**src/rtl/divider_meter_pkg.sv**
```systemverilog
// Shared types and constants for the divided-clock period meter.
// Latency: n/a (package); backpressure: n/a.
// Holds the FSM state encoding and the synchronizer depth.
package divider_meter_pkg;

    typedef enum logic [1:0] {
        IDLE,
        WAIT_EDGE,
        MEASURE,
        TRACK
    } state_t;

    localparam int SYNC_STAGES  = 2;
    // div_in rising edge to the clk edge that consumes the rise pulse
    localparam int RISE_LATENCY = 3;

endpackage

```
**src/rtl/sync_rise_det.sv**
```systemverilog
// Purpose: two-flop synchronizer for div_in plus an edge register producing a one-cycle rise pulse.
// Latency: the rise pulse is consumed on the third clk edge after div_in rises.
// Backpressure: none, free-running sampler.
module sync_rise_det
    import divider_meter_pkg::*;
(
    input  logic clk,
    input  logic reset_n,
    input  logic din,
    output logic rise
`ifdef DIVIDER_DUTY_CHECK_EN
    ,
    output logic level
`endif
);

    logic [SYNC_STAGES-1:0] sync_q;
    logic                   prev_q;

    always_ff @(posedge clk or negedge reset_n) begin
        if (!reset_n) begin
            sync_q <= '0;
            prev_q <= 1'b0;
        end else begin
            sync_q <= {sync_q[SYNC_STAGES-2:0], din};
            prev_q <= sync_q[SYNC_STAGES-1];
        end
    end

    assign rise = sync_q[SYNC_STAGES-1] & ~prev_q;

`ifdef DIVIDER_DUTY_CHECK_EN
    assign level = sync_q[SYNC_STAGES-1];
`endif

endmodule

```
**src/rtl/divider_period_meter.sv**
```systemverilog
// Purpose: measures the period of a divided clock in clk cycles, with lock and stall flags (duty check under DIVIDER_DUTY_CHECK_EN).
// Latency: period/period_valid/locked update on the clk edge that consumes the rise pulse (3 clk after div_in rises).
// Backpressure: none; period_valid is a one-cycle pulse that is not held.
module divider_period_meter
    import divider_meter_pkg::*;
#(
    parameter int WIDTH      = 32,
    parameter int LOCK_COUNT = 4,
    parameter int MAX_PERIOD = 1024
) (
    input  logic             clk,
    input  logic             reset_n,
    input  logic             enable,
    input  logic             div_in,
    output logic [WIDTH-1:0] period,
    output logic             period_valid,
    output logic             locked,
    output logic             stalled
`ifdef DIVIDER_DUTY_CHECK_EN
    ,
    output logic             duty_err
`endif
);

    localparam int             MW    = $clog2(LOCK_COUNT + 1);
    localparam logic [MW-1:0]  LC    = MW'(LOCK_COUNT);
    localparam logic [WIDTH-1:0] MAX_P = WIDTH'(MAX_PERIOD);

    state_t           state, state_next;
    logic [WIDTH-1:0] cnt;
    logic [MW-1:0]    match, match_next;
    logic             rise, at_max;
    logic             do_sample, do_load, do_stall;

`ifdef DIVIDER_DUTY_CHECK_EN
    logic             level;
    logic [WIDTH-1:0] hi_cnt;
`endif

    sync_rise_det u_sync (
        .clk     (clk),
        .reset_n (reset_n),
        .din     (div_in),
        .rise    (rise)
`ifdef DIVIDER_DUTY_CHECK_EN
        ,
        .level   (level)
`endif
    );

    assign at_max = (cnt == MAX_P);

    always_ff @(posedge clk or negedge reset_n) begin
        if (!reset_n) state <= IDLE;
        else          state <= state_next;
    end

    // A rise pulse always takes precedence over the stall threshold.
    always_comb begin
        state_next = state;
        do_sample  = 1'b0;
        do_load    = 1'b0;
        do_stall   = 1'b0;
        case (state)
            IDLE: begin
                if (enable) state_next = WAIT_EDGE;
            end
            WAIT_EDGE: begin
                if (rise) begin
                    state_next = MEASURE;
                    do_load    = 1'b1;
                end else if (at_max) begin
                    do_stall   = 1'b1;
                end
            end
            MEASURE, TRACK: begin
                if (rise) begin
                    state_next = TRACK;
                    do_sample  = 1'b1;
                end else if (at_max) begin
                    state_next = WAIT_EDGE;
                    do_stall   = 1'b1;
                end
            end
            default: state_next = IDLE;
        endcase
        if (!enable) state_next = IDLE;
    end

    always_comb begin
        match_next = match;
        if (state == MEASURE || cnt != period) match_next = MW'(1);
        else if (match != LC)                  match_next = match + MW'(1);
    end

    always_ff @(posedge clk or negedge reset_n) begin
        if (!reset_n) begin
            cnt          <= '0;
            match        <= '0;
            period       <= '0;
            period_valid <= 1'b0;
            locked       <= 1'b0;
            stalled      <= 1'b0;
        end else if (!enable) begin
            cnt          <= '0;
            match        <= '0;
            period_valid <= 1'b0;
            locked       <= 1'b0;
            stalled      <= 1'b0;
        end else begin
            period_valid <= do_sample;
            if (do_sample) begin
                period <= cnt;
                cnt    <= WIDTH'(1);
                match  <= match_next;
                locked <= (match_next == LC);
            end else if (do_load) begin
                cnt     <= WIDTH'(1);
                stalled <= 1'b0;
            end else if (do_stall) begin
                cnt     <= '0;
                match   <= '0;
                locked  <= 1'b0;
                stalled <= 1'b1;
            end else if (state != IDLE) begin
                cnt <= cnt + 1'b1;
            end
        end
    end

`ifdef DIVIDER_DUTY_CHECK_EN
    // The rise cycle itself is the first high cycle of the new period.
    always_ff @(posedge clk or negedge reset_n) begin
        if (!reset_n) begin
            hi_cnt   <= '0;
            duty_err <= 1'b0;
        end else if (!enable) begin
            hi_cnt   <= '0;
            duty_err <= 1'b0;
        end else begin
            if (do_sample) duty_err <= ({hi_cnt, 1'b0} != {1'b0, cnt});
            else if (do_stall) duty_err <= 1'b0;
            if (do_sample || do_load)
                hi_cnt <= WIDTH'(1);
            else if ((state == MEASURE || state == TRACK) && level)
                hi_cnt <= hi_cnt + 1'b1;
        end
    end
`endif

endmodule

```
**config.mk**
```make
export PLATFORM = sky130hd
export DESIGN_NAME = divider_period_meter
export DESIGN_NICKNAME = d
export VERILOG_FILES = /design/src/rtl/divider_meter_pkg.sv /design/src/rtl/sync_rise_det.sv /design/src/rtl/divider_period_meter.sv
export SDC_FILE = /design/constraint.sdc
export NUM_CORES = 1
export LEC_CHECK = 0
export CAP_MARGIN = 20
export CORE_MARGIN = 1
export CORE_UTILIZATION = 61
export CTS_CLUSTER_DIAMETER = 100
export DETAILED_ROUTE_END_ITERATION = 10
export PLACE_DENSITY = 0.92
export SLEW_MARGIN = 30
export SYNTH_ARGS = -nofsm -noshare
export SYNTH_HDL_FRONTEND = slang
export SYNTH_SLANG_ARGS = --single-unit
export TNS_END_PERCENT = 20
```
**constraint.sdc**
```tcl
create_clock -name clk -period 2.8 [get_ports clk]
set_input_delay 0.28 -clock clk [delete_from_list [all_inputs] [get_ports clk]]
set_output_delay 0.28 -clock clk [all_outputs]
set_load 0.02 [all_outputs]
```
==> results of run 1 <==
## what timing repair did
action                                 CTS  global route
buffers inserted                         0             0
endpoints found under the hold margin    0            39
hold buffers                             0             1
## sequential cells by signal, indices dropped and copies added (netlist names)
name,count
period,32
u_sync.sync_q,2
u_sync.prev_q,1
state,2
match,3
cnt,32
locked,1
stalled,1
period_valid,1
## cell usage after synthesis (5+ instances only)
cell type	number
mux2_2	26
xor2_1	34
nor3_1	8
buf_2	14
nor4_1	28
inv_1	10
nand3_1	12
xnor2_1	24
a21oi_1	5
nand2_1	25
o21ai_0	13
nor2_1	36
clkbuf_1	7
nand4_1	10
dfrtp_1	75
and4_1	6
## per-stage QoR
stage	std cells	setup WS (ps)
4_1_cts	490	688
2_1_floorplan	382	945
3_5_place_dp	474	714
5_1_grt	491	541
6_report	491	663
3_3_place_gp	474	732
## layout make-up
class	instances	area (um^2)
Sequential cell	75	1880
Fill cell	430	1510
Clock inverter	4	72.6
Timing Repair Buffer	44	429
Multi-Input combinational cell	271	1880
Inverter	10	37.5
Tap cell	75	93.8
Clock buffer	12	155
## layer usage
| layer | global-route usage [%] | routed length, um | vias to the layer above |
|---|---|---|---|
| met3 | 5.49 | 597 | 24 |
| met4 | 15.6 | 259 | 0 |
| met5 | 0 | 0 | - |
| met2 | 48.4 | 4400 | 152 |
| met1 | 39.2 | 3850 | 1506 |
| li1 | - | - | 1391 |
## where the power goes
part           internal [mW]  switching, mW  total [mW]
clock network          0.549          0.402       0.951
logic                 0.0417         0.0845       0.126
registers               1.09         0.0154        1.11
total                   1.69          0.502        2.19
## cells by family after synthesis
kind of cell / Yosys count / share of synthesized area (%)
buf+inv: 36 / 4.27
fa+ha+maj: 4 / 1.27
xor+xnor: 58 / 12.9
mux: 26 / 7.46
flops: 75 / 47.8
compound gates: 39 / 6.50
simple gates: 144 / 19.8
## path summary, 6_finish.rpt
check	to	from	cells past startpoint	slack (ps)
max	match[1]	cnt[16]	5	660
min	u_sync.sync_q[1]	u_sync.sync_q[0]	0	370
max reg2reg	match[1]	cnt[16]	5	660
min reg2reg	u_sync.sync_q[1]	u_sync.sync_q[0]	0	370
max in group asynchronous	period[18]	reset_n	2	1850
min in group asynchronous	u_sync.prev_q	reset_n	2	490
==> metrics, run 1 <==
Power, Total 2.19 mW; CP bufs+invs 0; IR drop worst, VDD 0.362 mV; CP Max Fanout 7; WL final 9.12 mm; cell mode on critical path nor4_1; post-route cell area 4550 um^2; Synth cell types 42; crit path DAT 2440 ps; commonest non-fill, non-tap cell in the layout dfrtp_1; Final TNS setup 0 ps; antenna violations before repair 0; worst slew pin tran 763 ps; clock tree root buffer cell clkbuf_8; final setup violating endpoints 0; final number of max-transition violations 0; Max-Cap Viols 0; clock skew 7.68 ps; clock sink count 75; clk buf depth 2; Hold WS 369 ps; Synth Instances 382; core area 6060 um^2; H-tree depth 3; pin count of the biggest net entering global routing 76; RSZ-0062 raised after global routing false; period utilization 76.3%; total die area 6760 um^2; Rel. slew slack 48.9%; number of global-route vias before repair 2,959; top cell type's share of synthesized area 47.8%; PortBufs 38; Pwr Density 481 nW/um^2; clock transition at the registers of the reported paths 80 ps; Worst Hold Class reg2reg; post-DP HPWL 6.22 mm; post-CTS resize count 0; Initial DRC Count 229; Antenna Cells 0; routed vias/inst 6.26; dpl cell area 4310 um^2; startpoint class of the critical path flop; crit-path cells xor2_1 > nor4_1 > nand4_1 > nor4_1 > a22o_1; Layout Nets 419; utilization after layout 75.0%; ratio of cells with drive above 1 in the final layout 13.2%; largest cells by area after synthesis dfrtp_1 (48%), xor2_1 (7.6%), mux2_2 (7.5%); Avg WL per Cell 18.6 um; Row Count 28; top cell type by total area after synthesis dfrtp_1; final hold violations 0; GRT overflow 0; #FFs+latches synth 75; FFs w/ async S/R, synth 100%; Initial Util 64.8%; I/O pin total 39; Post-synth EDFFs 0; RePlAce Congestion 0.918; most frequent cells in the layout dfrtp_1 (75), clkdlybuf4s50_1 (37), nor2_1 (36); CP max-delay cell nor4_1; Avg Inst Size Synth 10.3 um^2; sequential share of the synthesized area 47.8%; yosys warns 0; f_max 468 MHz; leakage power 2.10 nW; status complete, no violations; crit end category flop; DR pass1 iterations 5; total CTS buffers 9; Mapped Area 3930 um^2; Final ANT Viol Nets 0; CTS tree done; vias 3,073; critical path data required time 3100 ps; global-route wire length before repair 14.7 mm; Die Ht 82.2 um; Total GRT Usage 30.2%; Layout area overhead 15.8%; Final min period 2140 ps; critical path class reg2reg; synthesized netlist net count 390; DRC 0; die width 82.2 um; max incr delay on CP 540 ps; CP top delay family simple AND/OR/NAND/NOR gates; Clk Latency, worst-skew pair 360 ps; Top FF cell, synth dfrtp_1
No activity file was read; power rests on OpenSTA's default activity.
==> run 2: changes to the inputs <==
--- a/config.mk
+++ b/config.mk
@@ -7,10 +7,10 @@
 export LEC_CHECK = 0
 export CAP_MARGIN = 20
 export CORE_MARGIN = 1
-export CORE_UTILIZATION = 61
+export CORE_UTILIZATION = 57
 export CTS_CLUSTER_DIAMETER = 100
 export DETAILED_ROUTE_END_ITERATION = 10
-export PLACE_DENSITY = 0.92
+export PLACE_DENSITY = 0.87
 export SLEW_MARGIN = 30
 export SYNTH_ARGS = -nofsm -noshare
 export SYNTH_HDL_FRONTEND = slang
==> constraint.sdc (replaced) <==
create_clock -name clk -period 2.1 [get_ports clk]
set_input_delay 0.21 -clock clk [delete_from_list [all_inputs] [get_ports clk]]
set_output_delay 0.21 -clock clk [all_outputs]
set_load 0.02 [all_outputs]
==> metrics, run 2 (synthesis gave the netlist of run 1 again) <==
status complete, no violations; CTS tree done; Pwr Density 588 nW/um^2 (+22%); die width 85.0 um (+3.4%); Final min period 2020 ps (-121 ps); GRT overflow 0 (unchanged); routed vias/inst 6.04 (-3.4%); RSZ-0062 raised after global routing false; leakage power 2.19 nW (+3.9%); clock skew 14.6 ps (+6.93 ps); reg-to-reg startpoint cnt[1]; Initial Util 60.5% (-4.3 points); vias 3,101 (+0.91%); f_max 496 MHz (+6.0%); Reg area 1880 um^2 (unchanged); post-DP HPWL 6.51 mm (+4.7%); Initial DRC Count 289 (+26%); total die area 7220 um^2 (+6.9%); IR drop worst, VDD 0.465 mV (+29%); WL final 8.80 mm (-3.4%); final hold violations 0 (unchanged); Layout Nets 439 (+4.8%); critical path class reg2reg; Clk Latency, worst-skew pair 360 ps (about the same); Layout area overhead 19.5%; dpl cell area 4480 um^2 (+4.0%); utilization after layout 72.3% (-2.8 points); Max-Cap Viols 0 (unchanged); clk buf depth 2 (unchanged); Top Registers cnt (32), period (32), match (3); H-tree depth 3 (unchanged); Worst Hold Class in2reg; core area 6490 um^2 (+7.2%); Die Ht 85.0 um (+3.4%); Row Count 29 (+3.6%); most frequent cells in the layout dfrtp_1 (75), clkdlybuf4s50_1 (37), nor2_1 (36); CP bufs+invs 2 (+2); commonest non-fill, non-tap cell in the layout dfrtp_1; CP max-delay cell dfrtp_1; worst hold start div_in; antenna violations before repair 0 (unchanged); Final TNS setup 0 ps (unchanged); global-route wire length before repair 14.7 mm (about the same); startpoint class of the critical path flop; post-route cell area 4690 um^2 (+3.2%); area of the multi-input gates 1900 um^2 (+1.0%); clock sink count 75 (unchanged); Rel. slew slack 63.2% (+14 points); final setup violating endpoints 0 (unchanged); CP top delay family simple AND/OR/NAND/NOR gates; max incr delay on CP 450 ps (-90 ps); crit path DAT 2250 ps (-190 ps); worst slew pin tran 553 ps (-210 ps); Place WS 137 ps (-577 ps); clock transition at the registers of the reported paths 90 ps (about the same); Crit. Startpoint cnt[1]; total CTS buffers 9 (unchanged); PortBufs 38 (unchanged); I/O pin total 39 (unchanged); Avg WL per Cell 17.2 um (-7.6%); crit end category flop; DRC 0 (unchanged); DR pass1 iterations 5 (unchanged); critical path data required time 2340 ps (-760 ps); Fillers 471 (+9.5%); period utilization 96.0% (+20 points); crit-path cells inv_1 > ha_1 > nor4bb_1 > and4_2 > a21oi_2 > o21ai_2 > buf_4 > nor2_1; Final ANT Viol Nets 0 (unchanged); Antenna Cells 0 (unchanged); Power, Total 2.76 mW (+26%); final number of max-transition violations 0 (unchanged); pin count of the biggest net entering global routing 45 (-41%); final worst slack 84.4 ps (-579 ps); CP Max Fanout 14 (+7); ratio of cells with drive above 1 in the final layout 18.1% (+4.9 points); RePlAce Congestion 0.917 (-0.14%); clock tree root buffer cell clkbuf_8; Total GRT Usage 26.8% (-3.4 points); number of global-route vias before repair 2,978 (+0.64%)
[run 2: cell count changes in the layout (fill, tap and decap cells not counted), sizes merged]
cell,change
bufinv,-1
clkinvlp,+2
clkbuf,-2
clkinv,+1
buf,+20
[run 2: final cells by class]
| class | instances | area share [%] |
|---|---|---|
| flip-flops and latches | 75 | 40.0 |
| inverters | 10 | 0.800 |
| repair buffers | 64 | 12.5 |
| well taps | 77 | 2.05 |
| clock buffers | 10 | 2.72 |
| clock inverters | 6 | 1.41 |
| multi-input cells | 271 | 40.5 |
[run 2: worst reg2reg max path: stages, from the launching register on]
cell and delay [ps]:
dfrtp_1 450, inv_1 100, ha_1 150, nor4bb_1 340
and4_2 330, a21oi_2 80, o21ai_2 140, buf_4 220
nor2_1 80
[run 2: where the power goes]
part,switching (mW),internal (mW)
Combinational,0.120,0.0676
Clock,0.546,0.548
Sequential,0.0172,1.46
Total,0.684,2.07
[run 2: layer usage]
layer | track usage, % | share of wire (%) | vias up
li1 | - | - | 1434
met1 | 35.7 | 43 | 1505
met2 | 41.6 | 48 | 134
met3 | 6.13 | 6.3 | 28
met4 | 13.3 | 3.3 | 0
met5 | 0 | 0 | -
[run 2: final timing paths]
check | to | slack [ps] | cells past startpoint
hold reg to reg | u_sync.sync_q[1] | 370 | 0
hold / removal | u_sync.sync_q[0] | 290 | 1
min in group asynchronous | period[27] | 380 | 2
setup / recovery | cnt[12] | 80 | 8
setup reg to reg | cnt[12] | 80 | 8
max in group asynchronous | period[18] | 1140 | 3
[run 2: through the flow]
stage               hold WS, ps  instances
floorplan                 -85.6        382
global placement            240        496
detailed placement          242        496
CTS                         289        513
global route                294        513
finish                      286        513
[run 2: repair_timing]
item,in CTS,in global routing
hold buffers,1,0
endpoints found under the hold margin,43,0
resized for setup,0,3
endpoints found under the setup margin,0,25
buffers inserted,0,0
==> run 3: changes to the inputs <==
--- a/config.mk
+++ b/config.mk
@@ -6,7 +6,7 @@
 export NUM_CORES = 1
 export LEC_CHECK = 0
 export CAP_MARGIN = 20
-export CORE_MARGIN = 1
+export CORE_MARGIN = 4
 export CORE_UTILIZATION = 57
 export CTS_CLUSTER_DIAMETER = 100
 export DETAILED_ROUTE_END_ITERATION = 10
==> metrics, run 3 (synthesis gave the netlist of run 1 again) <==
status complete, no violations; RePlAce Congestion 0.945 (+3.1%); clock tree root buffer cell clkbuf_8; IR drop worst, VDD 0.427 mV (-8.2%); core area 6530 um^2 (+0.56%); area of the multi-input gates 1900 um^2 (-0.26%); PortBufs 38 (unchanged); Rel. slew slack 69.5% (+6.4 points); utilization after layout 72.5% (+0.21 points); Avg WL per Cell 18.7 um (+8.8%); total die area 8280 um^2 (+15%); Initial Util 60.1% (-0.34 points); met2 usage 38.9% (-2.7 points); clock sink count 75 (unchanged); Total GRT Usage 24.4% (-2.4 points); crit-path cells inv_1 > ha_1 > nor4bb_1 > and4_2 > a21oi_2 > o21ai_2 > buf_4 > nor2_1; placed cell count 495 (-0.20%); critical path data required time 2330 ps (about the same); clock skew 11.8 ps (-2.84 ps); total setup buffers inserted after CTS 0 (unchanged); global-route wire length before repair 16.0 mm (+9.0%); clk buf depth 2 (unchanged); WL final 9.56 mm (+8.6%); commonest non-fill, non-tap cell in the layout dfrtp_1; Top Registers cnt (32), period (32), match (3); post-DP HPWL 6.80 mm (+4.5%); max incr delay on CP 420 ps (-30 ps); most frequent cells in the layout dfrtp_1 (75), clkdlybuf4s50_1 (37), nor2_1 (36); GRT overflow 0 (unchanged); Fillers 487 (+3.4%); GR Util met1 33.6% (-2.1 points); final std cells w/o fill 512 (-0.19%); final setup violating endpoints 0 (unchanged); startpoint class of the critical path flop; Layout area overhead 20.6%; Die Ht 91.0 um (+7.1%); Final min period 1970 ps (-43.4 ps); DRC 0 (unchanged); CTS tree done; Worst Hold Class in2reg; met3 usage 4.63% (-1.5 points); Pwr Density 635 nW/um^2 (+8.1%); pin count of the biggest net entering global routing 76 (+69%); vias 3,078 (-0.74%); post-route cell area 4730 um^2 (+0.85%); critical path class reg2reg; CP Max Fanout 15 (+1); final hold violations 0 (unchanged); Reg area 1880 um^2 (unchanged); crit path DAT 2200 ps (-50 ps); f_max 507 MHz (+2.2%); number of global-route vias before repair 3,128 (+5.0%); Clk Latency, worst-skew pair 350 ps (about the same); CP max-delay cell dfrtp_1; H-tree depth 3 (unchanged); Final ANT Viol Nets 0 (unchanged); period utilization 93.9% (-2.1 points); Top Usage Layer GRT met2; crit end category flop; I/O pin total 39 (unchanged); dpl cell area 4460 um^2 (-0.28%); CP top delay family simple AND/OR/NAND/NOR gates; CP bufs+invs 2 (unchanged); routed vias/inst 6.01 (-0.55%); Row Count 29 (unchanged); total CTS buffers 9 (unchanged); Antenna Cells 0 (unchanged); Final TNS setup 0 ps (unchanged); Initial DRC Count 319 (+10%); ratio of cells with drive above 1 in the final layout 17.9% (-0.19 points); Max-Cap Viols 0 (unchanged); Layout Nets 438 (-0.23%); leakage power 2.22 nW (+1.4%); clock transition at the registers of the reported paths 80 ps (about the same); final number of max-transition violations 0 (unchanged); antenna violations before repair 0 (unchanged); die width 91.0 um (+7.1%); worst slew pin tran 455 ps (-98.0 ps); DR pass1 iterations 4 (-1)
[run 3: where the power goes]
group          switching [mW]  total [mW]  internal [mW]
clock                   0.536        1.34          0.800
sequential             0.0189        1.48           1.46
combinational           0.124       0.193         0.0694
[run 3: cell type report]
cell class | count | area share, %
well taps | 77 | 2.04
clock buffers | 13 | 3.78
flip-flops and latches | 75 | 39.7
clock inverters | 3 | 1.43
inverters | 10 | 0.793
repair buffers | 63 | 12.3
multi-input cells | 271 | 40.0
[run 3: path summary, 6_finish.rpt]
kind,startpoint,depth (start not counted),slack (ps),to
worst min-delay path,div_in,1,330,u_sync.sync_q[0]
min in group asynchronous,reset_n,3,420,period[25]
worst max register to register,cnt[0],8,130,cnt[19]
worst min register to register,u_sync.sync_q[0],0,360,u_sync.sync_q[1]
max in group asynchronous,reset_n,3,1360,period[12]
worst max-delay path,cnt[0],8,130,cnt[19]
[run 3: metal layers]
metal,up-vias,share of wire [%]
li1,1430,-
met1,1537,44
met2,97,49
met3,14,4.9
met4,0,1.6
met5,-,0
[run 3: metrics by stage]
stage / total power [mW] / hold WS, ps / setup WS [ps]
floorplan: 1.60 / -85.6 / 245
global placement: 1.69 / 255 / 147
detailed placement: 1.70 / 260 / 103
CTS: 3.03 / 326 / 95.9
global route: 3.10 / 334 / -0.938
finish: 3.01 / 325 / 128
[run 3: what timing repair did]
item / CTS / global route
setup endpoints to repair: 0 / 18
hold buffers: 1 / 0
resized for setup: 0 / 3
endpoints found under the hold margin: 75 / 0
[run 3: worst register-to-register path, stage by stage (launching register included)]
cell	delay, ps
dfrtp_1	420
inv_1	100
ha_1	180
nor4bb_1	260
and4_2	340
a21oi_2	90
o21ai_2	140
buf_4	240
nor2_1	90
